<file path="config.mk">
export PLATFORM = sky130hd
export DESIGN_NAME = sprite_bounce_array
export DESIGN_NICKNAME = d
export VERILOG_FILES = /design/src/rtl/vga_anim_pkg.sv /design/src/rtl/bounce_axis_step.sv /design/src/rtl/sprite_bounce_array.sv
export SDC_FILE = /design/constraint.sdc
export NUM_CORES = 1
export LEC_CHECK = 0
export CAP_MARGIN = 20
export CORE_ASPECT_RATIO = 1.1
export CORE_MARGIN = 4
export CORE_UTILIZATION = 40
export DETAILED_ROUTE_END_ITERATION = 10
export GPL_TIMING_DRIVEN = 0
export PLACE_DENSITY = 0.66
export SYNTH_ARGS = -nofsm -noshare
export SYNTH_HDL_FRONTEND = slang
export SYNTH_SLANG_ARGS = --single-unit
</file>
<file path="constraint.sdc">
create_clock -name i_clk -period 13.27 [get_ports i_clk]
set_input_delay 3.981 -clock i_clk [delete_from_list [all_inputs] [get_ports i_clk]]
set_output_delay 3.981 -clock i_clk [all_outputs]
set_load 0.05 [all_outputs]
</file>
<file path="src/rtl/vga_anim_pkg.sv">
// Shared types and defaults for the sprite animation block: sweep FSM encoding
// and the per-axis {position, direction} state.
package vga_anim_pkg;

  localparam int unsigned DEF_COORD_W = 12;
  localparam int unsigned DEF_STEP_W  = 4;
  // Axis positions are carried at a fixed width; instances with a narrower
  // COORD_W keep the upper bits at zero.
  localparam int unsigned AXIS_W      = 16;

  typedef enum logic [1:0] {
    StIdle,
    StSweep,
    StDone
  } sweep_st_e;

  typedef struct packed {
    logic [AXIS_W-1:0] pos;
    logic              dir;
  } axis_t;

endpackage

</file>
<file path="src/rtl/bounce_axis_step.sv">
// Combinational single-axis bounce step: moves pos by speed in direction dir,
// clamping to [0, max] and flipping direction when a bound is reached.
module bounce_axis_step
  import vga_anim_pkg::*;
#(
  parameter int unsigned STEP_W = DEF_STEP_W
) (
  input  axis_t             i_cur,
  input  logic [STEP_W-1:0] i_speed,
  input  logic [AXIS_W-1:0] i_max,
  output axis_t             o_nxt
);

  logic [AXIS_W:0] spd_ext;
  logic [AXIS_W:0] sum;

  // One extra bit on the sum so a step past the right/bottom bound never wraps.
  assign spd_ext = {{(AXIS_W + 1 - STEP_W){1'b0}}, i_speed};
  assign sum     = {1'b0, i_cur.pos} + spd_ext;

  always_comb begin
    o_nxt = i_cur;
    if (i_cur.dir) begin
      if (sum >= {1'b0, i_max}) begin
        o_nxt.pos = i_max;
        o_nxt.dir = 1'b0;
      end else begin
        o_nxt.pos = sum[AXIS_W-1:0];
      end
    end else begin
      if ({1'b0, i_cur.pos} <= spd_ext) begin
        o_nxt.pos = '0;
        o_nxt.dir = 1'b1;
      end else begin
        o_nxt.pos = i_cur.pos - spd_ext[AXIS_W-1:0];
      end
    end
  end

endmodule

</file>
<file path="src/rtl/sprite_bounce_array.sv">
// N bouncing sprites updated one per clock after each animation strobe.
// Define OBJ_HIT_EN to build the registered per-object pixel hit comparators.
module sprite_bounce_array
  import vga_anim_pkg::*;
#(
  parameter int unsigned N_OBJ    = 4,
  parameter int unsigned COORD_W  = DEF_COORD_W,
  parameter int unsigned STEP_W   = DEF_STEP_W,
  parameter int unsigned OBJ_W    = 32,
  parameter int unsigned OBJ_H    = 32,
  parameter int unsigned IX       = 16,
  parameter int unsigned IY       = 16,
  parameter int unsigned SEP_X    = 96,
  parameter int unsigned SEP_Y    = 64,
  parameter int unsigned D_WIDTH  = 640,
  parameter int unsigned D_HEIGHT = 480,
  localparam int unsigned IDX_W   = (N_OBJ > 1) ? $clog2(N_OBJ) : 1
) (
  input  logic                       i_clk,
  input  logic                       i_rst,
  input  logic                       i_ani_stb,
  input  logic                       i_animate,
  input  logic                       i_cfg_we,
  input  logic [IDX_W-1:0]           i_cfg_idx,
  input  logic [STEP_W-1:0]          i_cfg_sx,
  input  logic [STEP_W-1:0]          i_cfg_sy,
  input  logic [COORD_W-1:0]         i_px,
  input  logic [COORD_W-1:0]         i_py,
  output logic [N_OBJ*COORD_W-1:0]   o_x1,
  output logic [N_OBJ*COORD_W-1:0]   o_x2,
  output logic [N_OBJ*COORD_W-1:0]   o_y1,
  output logic [N_OBJ*COORD_W-1:0]   o_y2,
  output logic                       o_busy,
  output logic                       o_frame_done,
  output logic                       o_overrun,
  output logic [N_OBJ-1:0]           o_hit
);

  localparam logic [AXIS_W-1:0] XMAX = AXIS_W'(D_WIDTH - OBJ_W);
  localparam logic [AXIS_W-1:0] YMAX = AXIS_W'(D_HEIGHT - OBJ_H);

  sweep_st_e         state_q, state_d;
  logic [IDX_W-1:0]  idx_q, idx_d;
  logic              overrun_q, overrun_d;
  axis_t             ax_q [N_OBJ];
  axis_t             ax_d [N_OBJ];
  axis_t             ay_q [N_OBJ];
  axis_t             ay_d [N_OBJ];
  logic [STEP_W-1:0] sx_q [N_OBJ];
  logic [STEP_W-1:0] sx_d [N_OBJ];
  logic [STEP_W-1:0] sy_q [N_OBJ];
  logic [STEP_W-1:0] sy_d [N_OBJ];
  axis_t             nx, ny;
  logic              busy;
  logic              cfg_valid;

  assign busy      = (state_q != StIdle);
  assign cfg_valid = (32'(i_cfg_idx) < N_OBJ);

  bounce_axis_step #(
    .STEP_W (STEP_W)
  ) u_step_x (
    .i_cur   (ax_q[idx_q]),
    .i_speed (sx_q[idx_q]),
    .i_max   (XMAX),
    .o_nxt   (nx)
  );

  bounce_axis_step #(
    .STEP_W (STEP_W)
  ) u_step_y (
    .i_cur   (ay_q[idx_q]),
    .i_speed (sy_q[idx_q]),
    .i_max   (YMAX),
    .o_nxt   (ny)
  );

  always_comb begin
    state_d   = state_q;
    idx_d     = idx_q;
    ax_d      = ax_q;
    ay_d      = ay_q;
    sx_d      = sx_q;
    sy_d      = sy_q;
    overrun_d = overrun_q | (i_ani_stb & i_animate & busy);
    case (state_q)
      StIdle: begin
        if (i_ani_stb && i_animate) begin
          state_d = StSweep;
          idx_d   = '0;
        end
      end
      StSweep: begin
        ax_d[idx_q] = nx;
        ay_d[idx_q] = ny;
        if (idx_q == IDX_W'(N_OBJ - 1)) begin
          state_d = StDone;
        end else begin
          idx_d = idx_q + 1'b1;
        end
      end
      StDone:  state_d = StIdle;
      default: state_d = StIdle;
    endcase
    // The sweep above already consumed the old speed, so a same-cycle write
    // only takes effect on the next frame.
    if (i_cfg_we && cfg_valid) begin
      sx_d[i_cfg_idx] = i_cfg_sx;
      sy_d[i_cfg_idx] = i_cfg_sy;
    end
  end

  always_ff @(posedge i_clk) begin
    if (i_rst) begin
      state_q   <= StIdle;
      idx_q     <= '0;
      overrun_q <= 1'b0;
      for (int k = 0; k < int'(N_OBJ); k++) begin
        ax_q[k] <= '{pos: AXIS_W'(IX + k * SEP_X), dir: ~k[0]};
        ay_q[k] <= '{pos: AXIS_W'(IY + k * SEP_Y), dir: 1'b1};
        sx_q[k] <= STEP_W'(1);
        sy_q[k] <= STEP_W'(1);
      end
    end else begin
      state_q   <= state_d;
      idx_q     <= idx_d;
      overrun_q <= overrun_d;
      ax_q      <= ax_d;
      ay_q      <= ay_d;
      sx_q      <= sx_d;
      sy_q      <= sy_d;
    end
  end

  always_comb begin
    o_x1 = '0;
    o_x2 = '0;
    o_y1 = '0;
    o_y2 = '0;
    for (int k = 0; k < int'(N_OBJ); k++) begin
      o_x1[k*COORD_W +: COORD_W] = ax_q[k].pos[COORD_W-1:0];
      o_x2[k*COORD_W +: COORD_W] = ax_q[k].pos[COORD_W-1:0] + COORD_W'(OBJ_W);
      o_y1[k*COORD_W +: COORD_W] = ay_q[k].pos[COORD_W-1:0];
      o_y2[k*COORD_W +: COORD_W] = ay_q[k].pos[COORD_W-1:0] + COORD_W'(OBJ_H);
    end
  end

  assign o_busy       = busy;
  assign o_frame_done = (state_q == StDone);
  assign o_overrun    = overrun_q;

`ifdef OBJ_HIT_EN
  logic [N_OBJ-1:0] hit_q, hit_d;

  always_comb begin
    hit_d = '0;
    for (int k = 0; k < int'(N_OBJ); k++) begin
      hit_d[k] = (i_px >= o_x1[k*COORD_W +: COORD_W]) && (i_px < o_x2[k*COORD_W +: COORD_W]) &&
                 (i_py >= o_y1[k*COORD_W +: COORD_W]) && (i_py < o_y2[k*COORD_W +: COORD_W]);
    end
  end

  always_ff @(posedge i_clk) begin
    if (i_rst) begin
      hit_q <= '0;
    end else begin
      hit_q <= hit_d;
    end
  end

  assign o_hit = hit_q;
`else
  logic unused_pix;
  assign unused_pix = ^{i_px, i_py};
  assign o_hit      = '0;
`endif

endmodule

</file>
==> results summary <==
The total congestion overflow after global routing is 0. The time the worst path needs with I/O delays and setup came out at 6.69 ns. The classification of the worst setup path is flop to flop.

Setup repair after global routing left no endpoint under its margin. Pin placement for this block handled 238 I/O pins. The endpoint identified for the worst register-to-register timing path is o_y1[6]. Timing analysis after detailed placement gives a worst setup slack of 6.62 ns. The maximum level of the CTS H-tree is 4. Input and output buffers added on the ports amount to 208. The die height is 180 um. In this run the clock root is driven by a sky130_fd_sc_hd__clkbuf_16. The residual DRC count came out at 0. The detail-routed via count per cell came out at 5.49. The flow ran to the end, and the final reports show no timing, DRC or antenna violations. The first-pass GRT wire length came out at 56400 um. Power spread over the standard cell area amounts to 91.8 mW/mm^2. The portion of total power attributed to sequential cells came out at 0.419. The core area came out at 0.0264 mm^2. The diode insertion count for antenna repair is 0. The count of synthesis-stage warnings from yosys is 0. The category of the worst setup path capture point is a flop. The pin count of the biggest net entering global routing came out at 19. The floorplan has 62 rows.

In this run, post-CTS hold repair placed 0 buffers. STA classifies the critical path startpoint as a flop. The final critical-path setup slack came out at 6.58 ns. The final max-slew violation count came out at 0.

The worst voltage drop across the vdd grid is 0.0801 mV. The worst hold path begins at sx_q[2]. The top cell types in the final layout, fill and taps aside, are 208 x sky130_fd_sc_hd__clkdlybuf4s50_1, 205 x sky130_fd_sc_hd__nand2_1, 173 x sky130_fd_sc_hd__dfxtp_1, 141 x sky130_fd_sc_hd__buf_4, 110 x sky130_fd_sc_hd__a21oi_1. The sequential cell area fraction in the yosys report is 0.321. The class of the tightest hold or removal check is flop to flop.

The clock skew after layout is 0.0139 ns. The worst register-to-register path begins at idx_q[0]. The part of the total power dissipated in combinational logic is 0.179. The x dimension of the die is 165 um. In this run the power spent charging and discharging nets is 0.000405 W. After global routing, the most crowded layer is met2. The total clock sinks came out at 173. The synthesized flop and latch total is 173.

The worst slew slack as a fraction of its limit is 0.284. The cell-internal power came out at 0.000875 W. The internal reg-to-reg setup slack is 6.58 ns.

In this run the cell area of the synthesized design comes to 0.0108 mm^2. The final layout net count came out at 1603. The maximum count of clock buffers along a single path came out at 2.

The met3 track demand over resource is 0.0455. The CTS tree is done. Among all flip-flop cells after synthesis, the most frequent one is sky130_fd_sc_hd__dfxtp_1. The clock latency reported for the late side of the worst-skew pair came out at 0.44 ns. The required time of the critical path is 13.57 ns.

The via count is 10400. The number of global-route vias before repair came out at 9800. The all-layer global routing usage came out at 0.241. The final hold violation count came out at 0. The final count of negative-setup-slack endpoints came out at 0. The critical path data arrival time is 6.99 ns. Yosys mapped a number of flops with a built-in enable equal to 0. The number of antenna violations at the first check in global routing came out at 0. The count of unique library cells instantiated by Yosys came out at 73. The initial standard-cell utilization of the core came out at 0.410. The TritonCTS buffer count came out at 17. The post-route fraction of the period consumed by the critical path came out at 0.504. The peak clock frequency supported by timing is 149 MHz. The total leakage power is 5.24 nW. The number of max-cap violations came out at 0. The wire-length estimate of the detail-placed layout is 27300 um. The met2 global-route usage is 0.377. The worst-path maximum fanout is 10. The post-detailed-route wirelength per cell is 19.3 um. The gate count after technology mapping came out at 1301. The number of gates given a new drive strength after cts came out at 0. The area enclosed by the die boundary came out at 0.0297 mm^2. The final estimated routing congestion in global placement came out at 0.916. Of the total power, the share spent switching nets is 0.316.

The met1 global-route usage is 0.338. Before antenna repair, the detailed router went through 5 iterations. The clock power share came out at 0.401.

The register clock-pin slew on the reported worst setup and hold paths came out at 0.08 ns. The actual transition at the worst max-transition pin is 1.07 ns. The setup total negative slack came out at 0 ns. The synthesis-to-layout area growth is 29.1%.

The average size of a mapped cell is 8.31 um^2. Counting flops with an async set or reset pin after synthesis yields a share of 0. For hold timing, the worst endpoint is sx_q[2]. For this block, the routed nets add up to 36700 um of wire. The detailed router finished its first iteration with 1005 violations.

The number of buffers added for setup after CTS came out at 0. The library cell used most frequently in the layout, excluding fill and tap cells, is sky130_fd_sc_hd__clkdlybuf4s50_1. The cell count of the worst hold path came out at 2.

The remaining antenna violation count is 0. The fraction of final layout cells sized beyond drive strength 1 came out at 0.162. The number of cell instances on the worst register-to-register path is 19.
layout make-up:
cell class	instances	area [um^2]
Buffer	214	1370
Clock buffer	17	425
Clock inverter	15	174
Fill cell	2556	12400
Inverter	38	143
Multi-Input combinational cell	879	5850
Sequential cell	173	3460
Tap cell	352	440
Timing Repair Buffer	209	2090
per-layer routing:
layer	wire [um]	share of wire
met1	16200	0.44
met2	16600	0.45
met3	2990	0.082
met4	866	0.024
met5	0	0
cell families after synthesis:
logic type / synth area share
AOI/OAI and AO/OA: 0.156
other: 0.000347
xor gates and xnor gates: 0.0454
buffers and inverters: 0.140
DFF: 0.321
adders and majority gates: 0.0398
muxes: 0.110
and+or+nand+nor: 0.188
power groups by stage:
stage               Clock, W  Combinational [W]  Sequential, W
floorplan                  0           0.000158       0.000546
global placement           0           0.000224       0.000549
detailed placement         0           0.000226       0.000549
CTS                 0.000512           0.000227       0.000537
global route        0.000532           0.000246       0.000538
finish              0.000514           0.000229       0.000537
worst max-delay path: stages, from the launching register on:
cell and delay [ns]:
sky130_fd_sc_hd__dfxtp_1 0.52, sky130_fd_sc_hd__buf_6 0.25, sky130_fd_sc_hd__buf_8 0.18, sky130_fd_sc_hd__buf_2 0.31, sky130_fd_sc_hd__buf_1 0.70, sky130_fd_sc_hd__clkbuf_1 0.67
sky130_fd_sc_hd__mux4_2 0.41, sky130_fd_sc_hd__ha_1 0.18, sky130_fd_sc_hd__inv_1 0.06, sky130_fd_sc_hd__fa_1 0.42, sky130_fd_sc_hd__o21ba_2 0.23, sky130_fd_sc_hd__o21bai_1 0.32
sky130_fd_sc_hd__nand2_1 0.09, sky130_fd_sc_hd__o311a_1 0.30, sky130_fd_sc_hd__o31ai_1 0.28, sky130_fd_sc_hd__o2111ai_1 0.17, sky130_fd_sc_hd__clkbuf_1 0.25, sky130_fd_sc_hd__o31ai_1 0.92
sky130_fd_sc_hd__o21a_1 0.23, sky130_fd_sc_hd__nor2_1 0.04
how the worst max path moves through the flow:
stage / from / endpoint / slack (ns) / depth (start not counted)
2_1_floorplan: o_y1[17] / o_y2[23] / 7.63 / 4
3_3_place_gp: idx_q[0] / o_y1[6] / 6.67 / 18
3_5_place_dp: idx_q[0] / o_y1[30] / 6.62 / 19
4_1_cts: idx_q[0] / o_y1[30] / 6.62 / 19
5_1_grt: idx_q[0] / o_y1[6] / 6.08 / 18
6_report: idx_q[0] / o_y1[6] / 6.58 / 19
metrics by stage:
step,instance area (um^2),power [W],hold WS [ns],std cells,utilization
floorplan,10800,0.000704,0.433,1304,-
global placement,13300,0.000773,0.439,1864,0.506
detailed placement,13400,0.000775,0.444,1865,0.506
CTS,14000,0.00128,0.455,1897,0.529
global route,14000,0.00132,0.475,1897,0.529
finish,14000,0.00128,0.457,1897,0.529
state kept, by name, summed over array words and instances, names as in the netlist:
signal	flops
idx_q	2
state_q	2
o_y1	48
ax_q	20
sx_q	16
o_overrun	1
ay_q	20
sy_q	16
o_x1	48
cell usage after synthesis, drive strengths merged, types with 10 or more instances:
cell type	number	area (um^2)
a21oi	111	559
and3	16	100
o21ai	69	364
ha	28	350
or2	10	62.6
mux4	42	953
xor2	14	123
a211oi	13	97.6
clkbuf	57	214
xnor2	42	368
nor2	71	269
nand2	205	769
buf	157	1150
mux2i	21	210
nand3	83	415
dfxtp	173	3460
o211ai	11	92.6
inv	38	143
nor3	10	50.1
Power figures use the tool's default switching activity.
